`src/rtl/glitcbus_pkg.sv`:
```
// Shared definitions for the GLITCBUS register arbiter: internal-master FSM
// encodings, default decode parameters and statistics-word offsets.
package glitcbus_pkg;

    typedef enum logic [1:0] {
        IM_IDLE  = 2'd0,
        IM_ISSUE = 2'd1,
        IM_ACK   = 2'd2
    } im_state_t;

    localparam int          DEF_SEL_LSB        = 12;
    localparam logic [31:0] DEF_UNMAPPED_VALUE = 32'hDEADBEEF;
    localparam logic [15:0] DEF_STATS_BASE     = 16'hFFF0;

    // Word offsets from the statistics base; the last one is the clear register.
    localparam logic [1:0] STATS_OFS_EXT   = 2'd0;
    localparam logic [1:0] STATS_OFS_IM    = 2'd1;
    localparam logic [1:0] STATS_OFS_RETRY = 2'd2;
    localparam logic [1:0] STATS_OFS_CLR   = 2'd3;

    function automatic logic [15:0] sat_inc(input logic [15:0] v);
        return (v == 16'hFFFF) ? v : v + 16'd1;
    endfunction

endpackage

```
`src/rtl/glitcbus_reg_decode.sv`:
```
// Block index to one-hot select and read-data mux; indices at or above NSLAVE
// select nothing and return the unmapped pattern.
module glitcbus_reg_decode
    import glitcbus_pkg::*;
#(
    parameter int          NSLAVE         = 4,
    parameter logic [31:0] UNMAPPED_VALUE = DEF_UNMAPPED_VALUE
) (
    input  logic [2:0]           blk_idx,
    input  logic [32*NSLAVE-1:0] reg_dat_i,
    output logic [NSLAVE-1:0]    blk_sel,
    output logic [31:0]          blk_rdata
);

    always_comb begin
        blk_sel   = '0;
        blk_rdata = UNMAPPED_VALUE;
        for (int k = 0; k < NSLAVE; k++) begin
            if (blk_idx == 3'(k)) begin
                blk_sel[k] = 1'b1;
                blk_rdata  = reg_dat_i[32*k +: 32];
            end
        end
    end

endmodule

```
`src/rtl/glitcbus_reg_arbiter.sv`:
```
// Arbitrates the GLITCBUS register space between zero-wait external strobes and
// an internal req/ack master. Optional statistics: GLITCBUS_REG_ARBITER_STATS_EN.
module glitcbus_reg_arbiter
    import glitcbus_pkg::*;
#(
    parameter int          NSLAVE         = 4,
    parameter int          SEL_LSB        = DEF_SEL_LSB,
    parameter logic [31:0] UNMAPPED_VALUE = DEF_UNMAPPED_VALUE,
    parameter logic [15:0] STATS_BASE     = DEF_STATS_BASE
) (
    input  logic                  gclk_i,
    input  logic                  rst_i,
    input  logic [15:0]           gb_adr_i,
    input  logic [31:0]           gb_dat_i,
    input  logic                  gb_rd_i,
    input  logic                  gb_wr_i,
    output logic [31:0]           gb_dat_o,
    input  logic                  im_req_i,
    input  logic                  im_wr_i,
    input  logic [15:0]           im_adr_i,
    input  logic [31:0]           im_dat_i,
    output logic                  im_ack_o,
    output logic [31:0]           im_dat_o,
    output logic [15:0]           reg_adr_o,
    output logic [31:0]           reg_dat_o,
    output logic [NSLAVE-1:0]     reg_rd_o,
    output logic [NSLAVE-1:0]     reg_wr_o,
    input  logic [32*NSLAVE-1:0]  reg_dat_i,
    output logic                  reg_owner_o,
    output logic [7:0]            debug_o
);

    im_state_t          state_q, state_d;
    logic [15:0]        im_adr_q;
    logic [31:0]        im_dat_q;
    logic               im_wr_q;
    logic               ext_active, im_issue, retry_pending;
    logic [15:0]        cur_adr;
    logic [2:0]         blk_idx;
    logic               rd_strobe, wr_strobe, stats_hit;
    logic [NSLAVE-1:0]  blk_sel;
    logic [31:0]        blk_rdata, stats_rdata, rd_data;

    // Internal handshake: im_req_i is sampled only in IM_IDLE, where the
    // address, data and direction are captured; the request may drop right
    // after. Exactly one im_ack_o pulse follows per accepted request, two
    // cycles later, or three if an external strobe forced a retry.
    assign ext_active = gb_rd_i | gb_wr_i;
    assign cur_adr    = ext_active ? gb_adr_i : im_adr_q;
    assign blk_idx    = cur_adr[SEL_LSB+2:SEL_LSB];

    glitcbus_reg_decode #(
        .NSLAVE         (NSLAVE),
        .UNMAPPED_VALUE (UNMAPPED_VALUE)
    ) u_decode (
        .blk_idx   (blk_idx),
        .reg_dat_i (reg_dat_i),
        .blk_sel   (blk_sel),
        .blk_rdata (blk_rdata)
    );

    always_comb begin
        state_d       = state_q;
        im_issue      = 1'b0;
        retry_pending = 1'b0;
        case (state_q)
            IM_IDLE: begin
                if (im_req_i) state_d = IM_ISSUE;
            end
            IM_ISSUE: begin
                // The slave samples read data in its strobe cycle, so it never waits.
                if (ext_active) begin
                    retry_pending = 1'b1;
                end else begin
                    im_issue = 1'b1;
                    state_d  = IM_ACK;
                end
            end
            IM_ACK:  state_d = IM_IDLE;
            default: state_d = IM_IDLE;
        endcase
    end

    always_ff @(posedge gclk_i or posedge rst_i) begin
        if (rst_i) begin
            state_q  <= IM_IDLE;
            im_adr_q <= '0;
            im_dat_q <= '0;
            im_wr_q  <= 1'b0;
            im_dat_o <= '0;
        end else begin
            state_q <= state_d;
            if (state_q == IM_IDLE && im_req_i) begin
                im_adr_q <= im_adr_i;
                im_dat_q <= im_dat_i;
                im_wr_q  <= im_wr_i;
            end
            if (im_issue && !im_wr_q) im_dat_o <= rd_data;
        end
    end

    // A simultaneous external read and write is treated as a write only.
    assign rd_strobe = ext_active ? (gb_rd_i & ~gb_wr_i) : (im_issue & ~im_wr_q);
    assign wr_strobe = ext_active ? gb_wr_i : (im_issue & im_wr_q);

    assign reg_rd_o    = (rd_strobe && !stats_hit) ? blk_sel : '0;
    assign reg_wr_o    = (wr_strobe && !stats_hit) ? blk_sel : '0;
    assign reg_adr_o   = cur_adr;
    assign reg_dat_o   = ext_active ? gb_dat_i : im_dat_q;
    assign reg_owner_o = im_issue;
    assign rd_data     = stats_hit ? stats_rdata : blk_rdata;
    assign gb_dat_o    = rd_data;
    assign im_ack_o    = (state_q == IM_ACK);
    assign debug_o     = {state_q, retry_pending, reg_owner_o, blk_idx, ext_active};

`ifdef GLITCBUS_REG_ARBITER_STATS_EN
    localparam bit STATS_EN = 1'b1;

    logic [15:0] ext_count, im_count, retry_count;
    logic        stats_clr;

    assign stats_clr = stats_hit && wr_strobe && (cur_adr[1:0] == STATS_OFS_CLR);

    // Clear has priority, so an increment in the same cycle is dropped.
    always_ff @(posedge gclk_i or posedge rst_i) begin
        if (rst_i) begin
            ext_count   <= '0;
            im_count    <= '0;
            retry_count <= '0;
        end else if (stats_clr) begin
            ext_count   <= '0;
            im_count    <= '0;
            retry_count <= '0;
        end else begin
            if (ext_active)    ext_count   <= sat_inc(ext_count);
            if (im_ack_o)      im_count    <= sat_inc(im_count);
            if (retry_pending) retry_count <= sat_inc(retry_count);
        end
    end

    always_comb begin
        stats_rdata = '0;
        case (cur_adr[1:0])
            STATS_OFS_EXT:   stats_rdata = {16'h0000, ext_count};
            STATS_OFS_IM:    stats_rdata = {16'h0000, im_count};
            STATS_OFS_RETRY: stats_rdata = {16'h0000, retry_count};
            default:         stats_rdata = '0;
        endcase
    end
`else
    localparam bit STATS_EN = 1'b0;

    assign stats_rdata = '0;
`endif

    // The statistics window is four words on a 4-aligned base.
    assign stats_hit = STATS_EN && (cur_adr[15:2] == STATS_BASE[15:2]);

endmodule

```
`config.mk`:
```
export PLATFORM = sky130hd
export DESIGN_NAME = glitcbus_reg_arbiter
export DESIGN_NICKNAME = d
export VERILOG_FILES = /design/src/rtl/glitcbus_pkg.sv /design/src/rtl/glitcbus_reg_decode.sv /design/src/rtl/glitcbus_reg_arbiter.sv
export SDC_FILE = /design/constraint.sdc
export NUM_CORES = 1
export LEC_CHECK = 0
export ABC_AREA = 1
export BUFFER_PORTS_ARGS = -buffer_cell sky130_fd_sc_hd__buf_2
export CAP_MARGIN = 20
export CORE_AREA = 4 4 136 138
export CTS_CLUSTER_SIZE = 16
export DETAILED_ROUTE_END_ITERATION = 12
export DIE_AREA = 0 0 140 142
export GPL_TIMING_DRIVEN = 0
export PLACE_DENSITY = 0.67
export SLEW_MARGIN = 15
export SYNTH_ARGS = -nofsm -noshare
export SYNTH_HDL_FRONTEND = slang
export SYNTH_SLANG_ARGS = --single-unit
export TNS_END_PERCENT = 20
```
`constraint.sdc`:
```
create_clock -name gclk_i -period 3.6 [get_ports gclk_i]
set_input_delay 0.18 -clock gclk_i [delete_from_list [all_inputs] [get_ports gclk_i]]
set_output_delay 0.18 -clock gclk_i [all_outputs]
set_load 0.02 [all_outputs]
```
**Word level (Yosys, flattened, before mapping)**

Index checks and enable logic that the tools add are counted.

- Bits in registers: 83
- Input port bits: 230

- Reductions and logical operators: 6
- Mux-type cells: 21
- Bitwise gates (word level): 6
- Eq/ne operators: 7

Operator list:

| cell | number |
|---|---|
| 32-bit two-way mux | 5 |
| 16-bit two-way mux | 1 |
| 1-bit two-way mux | 10 |
| 4-bit two-way mux | 2 |
| 3-bit by 2-bit == test with 1-bit output, second input constant | 2 |
| 2-bit two-way mux | 2 |
| 2-bit inequality test, second input constant | 2 |
| 2-bit one-hot mux with 2 select lines | 1 |
| 1-bit bitwise AND | 3 |
| 3-bit by 1-bit == test with 1-bit output, second input constant | 1 |
| 3-bit zero test | 1 |
| 2-bit by 1-bit == test with 1-bit output, second input constant | 1 |
| 2-bit == test, second input constant | 1 |
| 1-bit logical AND | 2 |
| 2-bit zero test | 1 |
| 1-bit NOT | 2 |
| 2-bit AND reduction | 1 |
| 1-bit zero test | 1 |
| 1-bit bitwise OR | 1 |

**Longest topological paths before layout**

- Depth in word-level cells: 7
- Mapped depth: 12
- Gate-level depth less buffers: 11

**Modules after synthesis**

From an unflattened synthesis, not the netlist that was laid out.

- Cells, all modules: 835
- Area total of the unflattened synthesis: 5567.8 um^2

By module, submodules not included:

| module | seq. area each (um^2) | area each (um^2) | cells an instance | times used |
|---|---|---|---|---|
| glitcbus_reg_arbiter | 2077.0 | 3956.3 | 541 | 1 |
| glitcbus_reg_decode | 0.0 | 1611.5 | 294 | 1 |

**Worst setup path before layout**

No wires, ideal clock.

- Kind: reg2out
- Start point: register state_q[1]
- End point: output port reg_wr_o[2]
- Setup slack: 1840 ps
- Stages on the path, launching flop included: 6
- Buffers on the path: 0
- Data required time: 3420 ps
- Arrival: 1580 ps
- Cell sequence: dfrtp_1 inv_1 nand2_1 nor2_1 a31oi_1 nor2_1

- Cells in the longest elaborated chain, start to end: 5

RTL lines:

| item | RTL line | RTL |
|---|---|---|
| from (decl) | glitcbus_reg_arbiter.sv:33 | `im_state_t state_q, state_d;` |
| from (signal assigned) | glitcbus_reg_arbiter.sv:92 | `state_q <= state_d;` |
| 2-bit by 1-bit == test with 1-bit output | glitcbus_reg_arbiter.sv:66 | `case (state_q)` |
| 1-bit two-way mux | glitcbus_reg_arbiter.sv:66 |  |
| named net reg_owner_o | glitcbus_reg_arbiter.sv:29 | `output logic reg_owner_o,` |
| 1-bit bitwise AND | glitcbus_reg_arbiter.sv:104 | `assign wr_strobe = ext_active ? gb_wr_i : (im_issue & im_wr_q);` |
| 1-bit two-way mux | glitcbus_reg_arbiter.sv:104 |  |
| 4-bit two-way mux | glitcbus_reg_arbiter.sv:107 | `assign reg_wr_o = (wr_strobe && !stats_hit) ? blk_sel : '0;` |
| to (decl) | glitcbus_reg_arbiter.sv:27 | `output logic [NSLAVE-1:0] reg_wr_o,` |

The timed path passes the listed nets, and every way through them passes these cells.

**Final worst setup path**

- Start point: register state_q[1]
- End point: output port reg_rd_o[0]

- Cells in the longest elaborated chain, start to end: 5

RTL lines:

| item | RTL line | RTL |
|---|---|---|
| 2-bit by 1-bit == test with 1-bit output | glitcbus_reg_arbiter.sv:66 |  |
| 1-bit two-way mux | glitcbus_reg_arbiter.sv:66 |  |
| 1-bit bitwise AND | glitcbus_reg_arbiter.sv:103 | `assign rd_strobe = ext_active ? (gb_rd_i & ~gb_wr_i) : (im_issue & ~im_wr_q);` |
| 1-bit two-way mux | glitcbus_reg_arbiter.sv:103 |  |
| 4-bit two-way mux | glitcbus_reg_arbiter.sv:106 | `assign reg_rd_o = (rd_strobe && !stats_hit) ? blk_sel : '0;` |
| to (decl) | glitcbus_reg_arbiter.sv:26 | `output logic [NSLAVE-1:0] reg_rd_o,` |

No other way between the ends.

==> impl_summary.txt <==
----------------------------------------------------
[Synth]
  Yosys warns ... 0
  Sequential fraction of the synthesis area ... around two fifths
  Flip-flop and latch count after synthesis ... 83
  Instance count of the mapped netlist ... slightly below 800
  Distinct cell type count of the synthesized netlist ... 24
  Netlist area before placement ... ~5300 um^2
  Mean cell area of the mapped netlist ... 6.78 um^2
  Post-Syn Nets ... between 1000 and 1500

[Critical path]
  Library cell contributing the largest single delay on the critical path ... nor3_2
  Type of element capturing the critical path ... primary output
  Kind of launch point of the worst setup path ... register
  CP Data Arrival Time ... between 2000 and 2500 ps
  Critical Path Max Stage Delay ... around 560 ps
  Worst path required time ... approximately 3400 ps
  Series of cell instances along the critical path ... inv_1 -> nand2_1 -> nor3_2 -> o21ai_0 -> nor2_1 -> buf_2
  Category of the critical setup timing path ... reg2out
  Maximum fanout count along the critical path ... 7

[Timing]
  Fin crit period ... 2340 ps
  Final count of negative-setup-slack endpoints ... 0
  Total count of hold-check failures in the final report ... 0
  Transition time of the tightest slew-check pin ... approximately 630 ps
  RSZ-0062 raised after global routing ... no
  Final Skew ... ~10 ps
  Final count of pins violating max slew ... 0
  Final setup TNS ... 0 ps
  Worst hold margin ... a little under 60 ps
  Share of the cycle needed by the critical path after routing ... roughly 65%
  Maximum clock frequency ... approximately 430 MHz
  Relative max-transition margin ... roughly 58%

[Cells and area]
  Post-layout util ... approximately 45%
  Leading cell type in the layout, fill and taps excluded ... nand2_1
  Diodes inserted ... 0
  Layout area overhead ... 45.7%
  Final Net Count ... 1385
  Layout cells sized above 1 ... about two fifths
  Commonest cells after routing, fill and taps aside ... nand2_1, buf_2, dfrtp_1

[Floorplanning]
  Num rows ... 48
  Number of I/O pins ... between 300 and 400
  Std-Cell Core Area ... between 15000 and 20000 um^2
  Die ar. ... between 15000 and 20000 um^2
  Die Span Y ... between 100 and 150 um
  Initial standard-cell utilization of the core ... 30.9%
  Die width ... roughly 140 um

[Clocking]
  Count of hold-fix buffers inserted at cts ... 1
  Total number of H-tree levels ... 3
  Cells resized by post-CTS repair ... 0
  Clock transition at path regs ... ~80 ps
  Number of clock sinks seen by CTS ... between 80 and 90
  Buffers inserted by post-CTS timing repair ... 0
  CTS tree ... built
  Cell at the root of the clock tree ... clkbuf_16
  Clock latency reported for the late side of the worst-skew pair ... approximately 340 ps
  CTS buffer count ... 9
  Clock Tree Buf Depth ... 2

[Detailed routing]
  Average vias per placed instance ... 4.45
  Wire per inst ... roughly 16 um
  Antenna Nets Post-Route ... 0
  First-pass iteration count of the detailed router ... 6
  DRC violation count after routing ... 0
  Violation count after the first detailed-routing iteration ... 254
  DRT Wirelength ... between 20000 and 25000 um
  Via count of the routed design ... 6158

[Power and ir drop]
  IR drop worst, VDD ... about 0.00032 V
  Leak Pwr ... 0.00471 uW
  Power per unit of standard cell area ... between 600 and 700 nW/um^2

[Outcome]
  Run status ... finished clean

[Global route]
  Final global-route overflow total ... 0
  First-pass GRT wire length ... 33200 um
  Largest net degree at the start of global routing ... 59
  Initial antenna violation count ... 2
  Vias in the first global route ... a little over 6000
  Total routing usage reported by global routing ... 21.2%

[Min path]
  Worst min path class ... in2reg

[Placed design]
  Gp weighted congestion ... about 0.92
  IO buf count ... ~360
  Final HPWL from detailed placement ... 17800 um

[Flow run]
  Count of max-cap constraint violations ... 0

----------------------------------------------------
## report_power, final
| part | leakage [uW] | switching [uW] | internal, uW |
|---|---|---|---|
| clock network | 0.000151 | 430 | 565 |
| registers | 0.000991 | 243 | 1390 |
| logic | 0.00357 | 1320 | 853 |
| total | 0.00471 | 1990 | 2810 |
## critical path, delay by kind of cell (launching register included)
family          cells  cell delay [ps]
compound gates      1              310
buf+inv             2              260
flops               1              410
simple gates        3              840
## state kept, by name, indices dropped and copies added (netlist names)
signal / cells
im_adr_q: 16
im_dat_o: 32
im_dat_q: 32
im_wr_q: 1
state_q: 2
## kinds of logic after synthesis
family	share of synthesized area [%]
AOI/OAI and AO/OA	2.14
muxes	9.75
buffers and inverters	10.9
DFF	39.1
and+or+nand+nor	38.1
## final timing paths
| kind | cells past startpoint | from | end | slack, ps |
|---|---|---|---|---|
| worst max-delay path | 6 | state_q[1] | reg_rd_o[0] | 1260 |
| worst min-delay path | 2 | im_adr_i[10] | im_adr_q[10] | 60 |
| worst max register to register | 7 | state_q[1] | im_dat_o[27] | 1560 |
| worst min register to register | 2 | im_dat_o[4] | im_dat_o[4] | 480 |
| max in group asynchronous | 4 | rst_i | im_dat_o[28] | 2580 |
| min in group asynchronous | 3 | rst_i | im_dat_q[26] | 400 |
## layout make-up
| type | count | area (um^2) |
|---|---|---|
| timing repair buffer | 361 | 1830 |
| sequential | 83 | 2080 |
| multi-input combinational | 570 | 2660 |
| clock inverter | 6 | 71.3 |
| buffer | 45 | 259 |
| inverter | 85 | 322 |
| clock buffer | 10 | 239 |
| fill | 1813 | 9440 |
| tap | 225 | 282 |
## metrics by stage
stage | instances | setup slack (ps) | power (uW) | cell area, um^2
5_1_grt | 1385 | 990 | 5130 | 7740
6_report | 1385 | 1260 | 4800 | 7740
2_1_floorplan | 783 | 1280 | 3010 | 5310
3_5_place_dp | 1368 | 1550 | 3840 | 7420
4_1_cts | 1385 | 1240 | 4850 | 7740
3_3_place_gp | 1367 | 77.0 | 3790 | 7390
## Yosys cell counts
cell type  count  area (um^2)
buf_2         12         60.1
buf_6          5         56.3
o21ai_1        4         20.0
a21oi_1        3         15.0
nand3_1       25          125
nor2_2         1         6.26
clkbuf_1      18         67.6
nor3_2         1         10.0
buf_4         10         75.1
nand3_2        1         10.0
dfrtp_1       83         2080
inv_1         81          304
inv_2          4         15.0
o21ai_0        7         35.0
nor2_8         1         20.0
nor2_4         2         22.5
nor2_1        16         60.1
mux2_2        46          518
nand2_2        4         25.0
nand4_1        9         56.3
nand2_4        3         33.8
o211ai_1       5         37.5
a31oi_1        1         6.26
nand2_1      441         1660
## layer usage
| metal | share of wire, % | vias to the layer above | track usage, % |
|---|---|---|---|
| met5 | 0.12 | - | 0 |
| met4 | 2.0 | 4 | 6.48 |
| met3 | 8.2 | 28 | 5.44 |
| met2 | 51 | 264 | 38.6 |
| met1 | 39 | 2753 | 24.5 |
| li1 | - | 3109 | - |
Power figures use the tool's default switching activity.
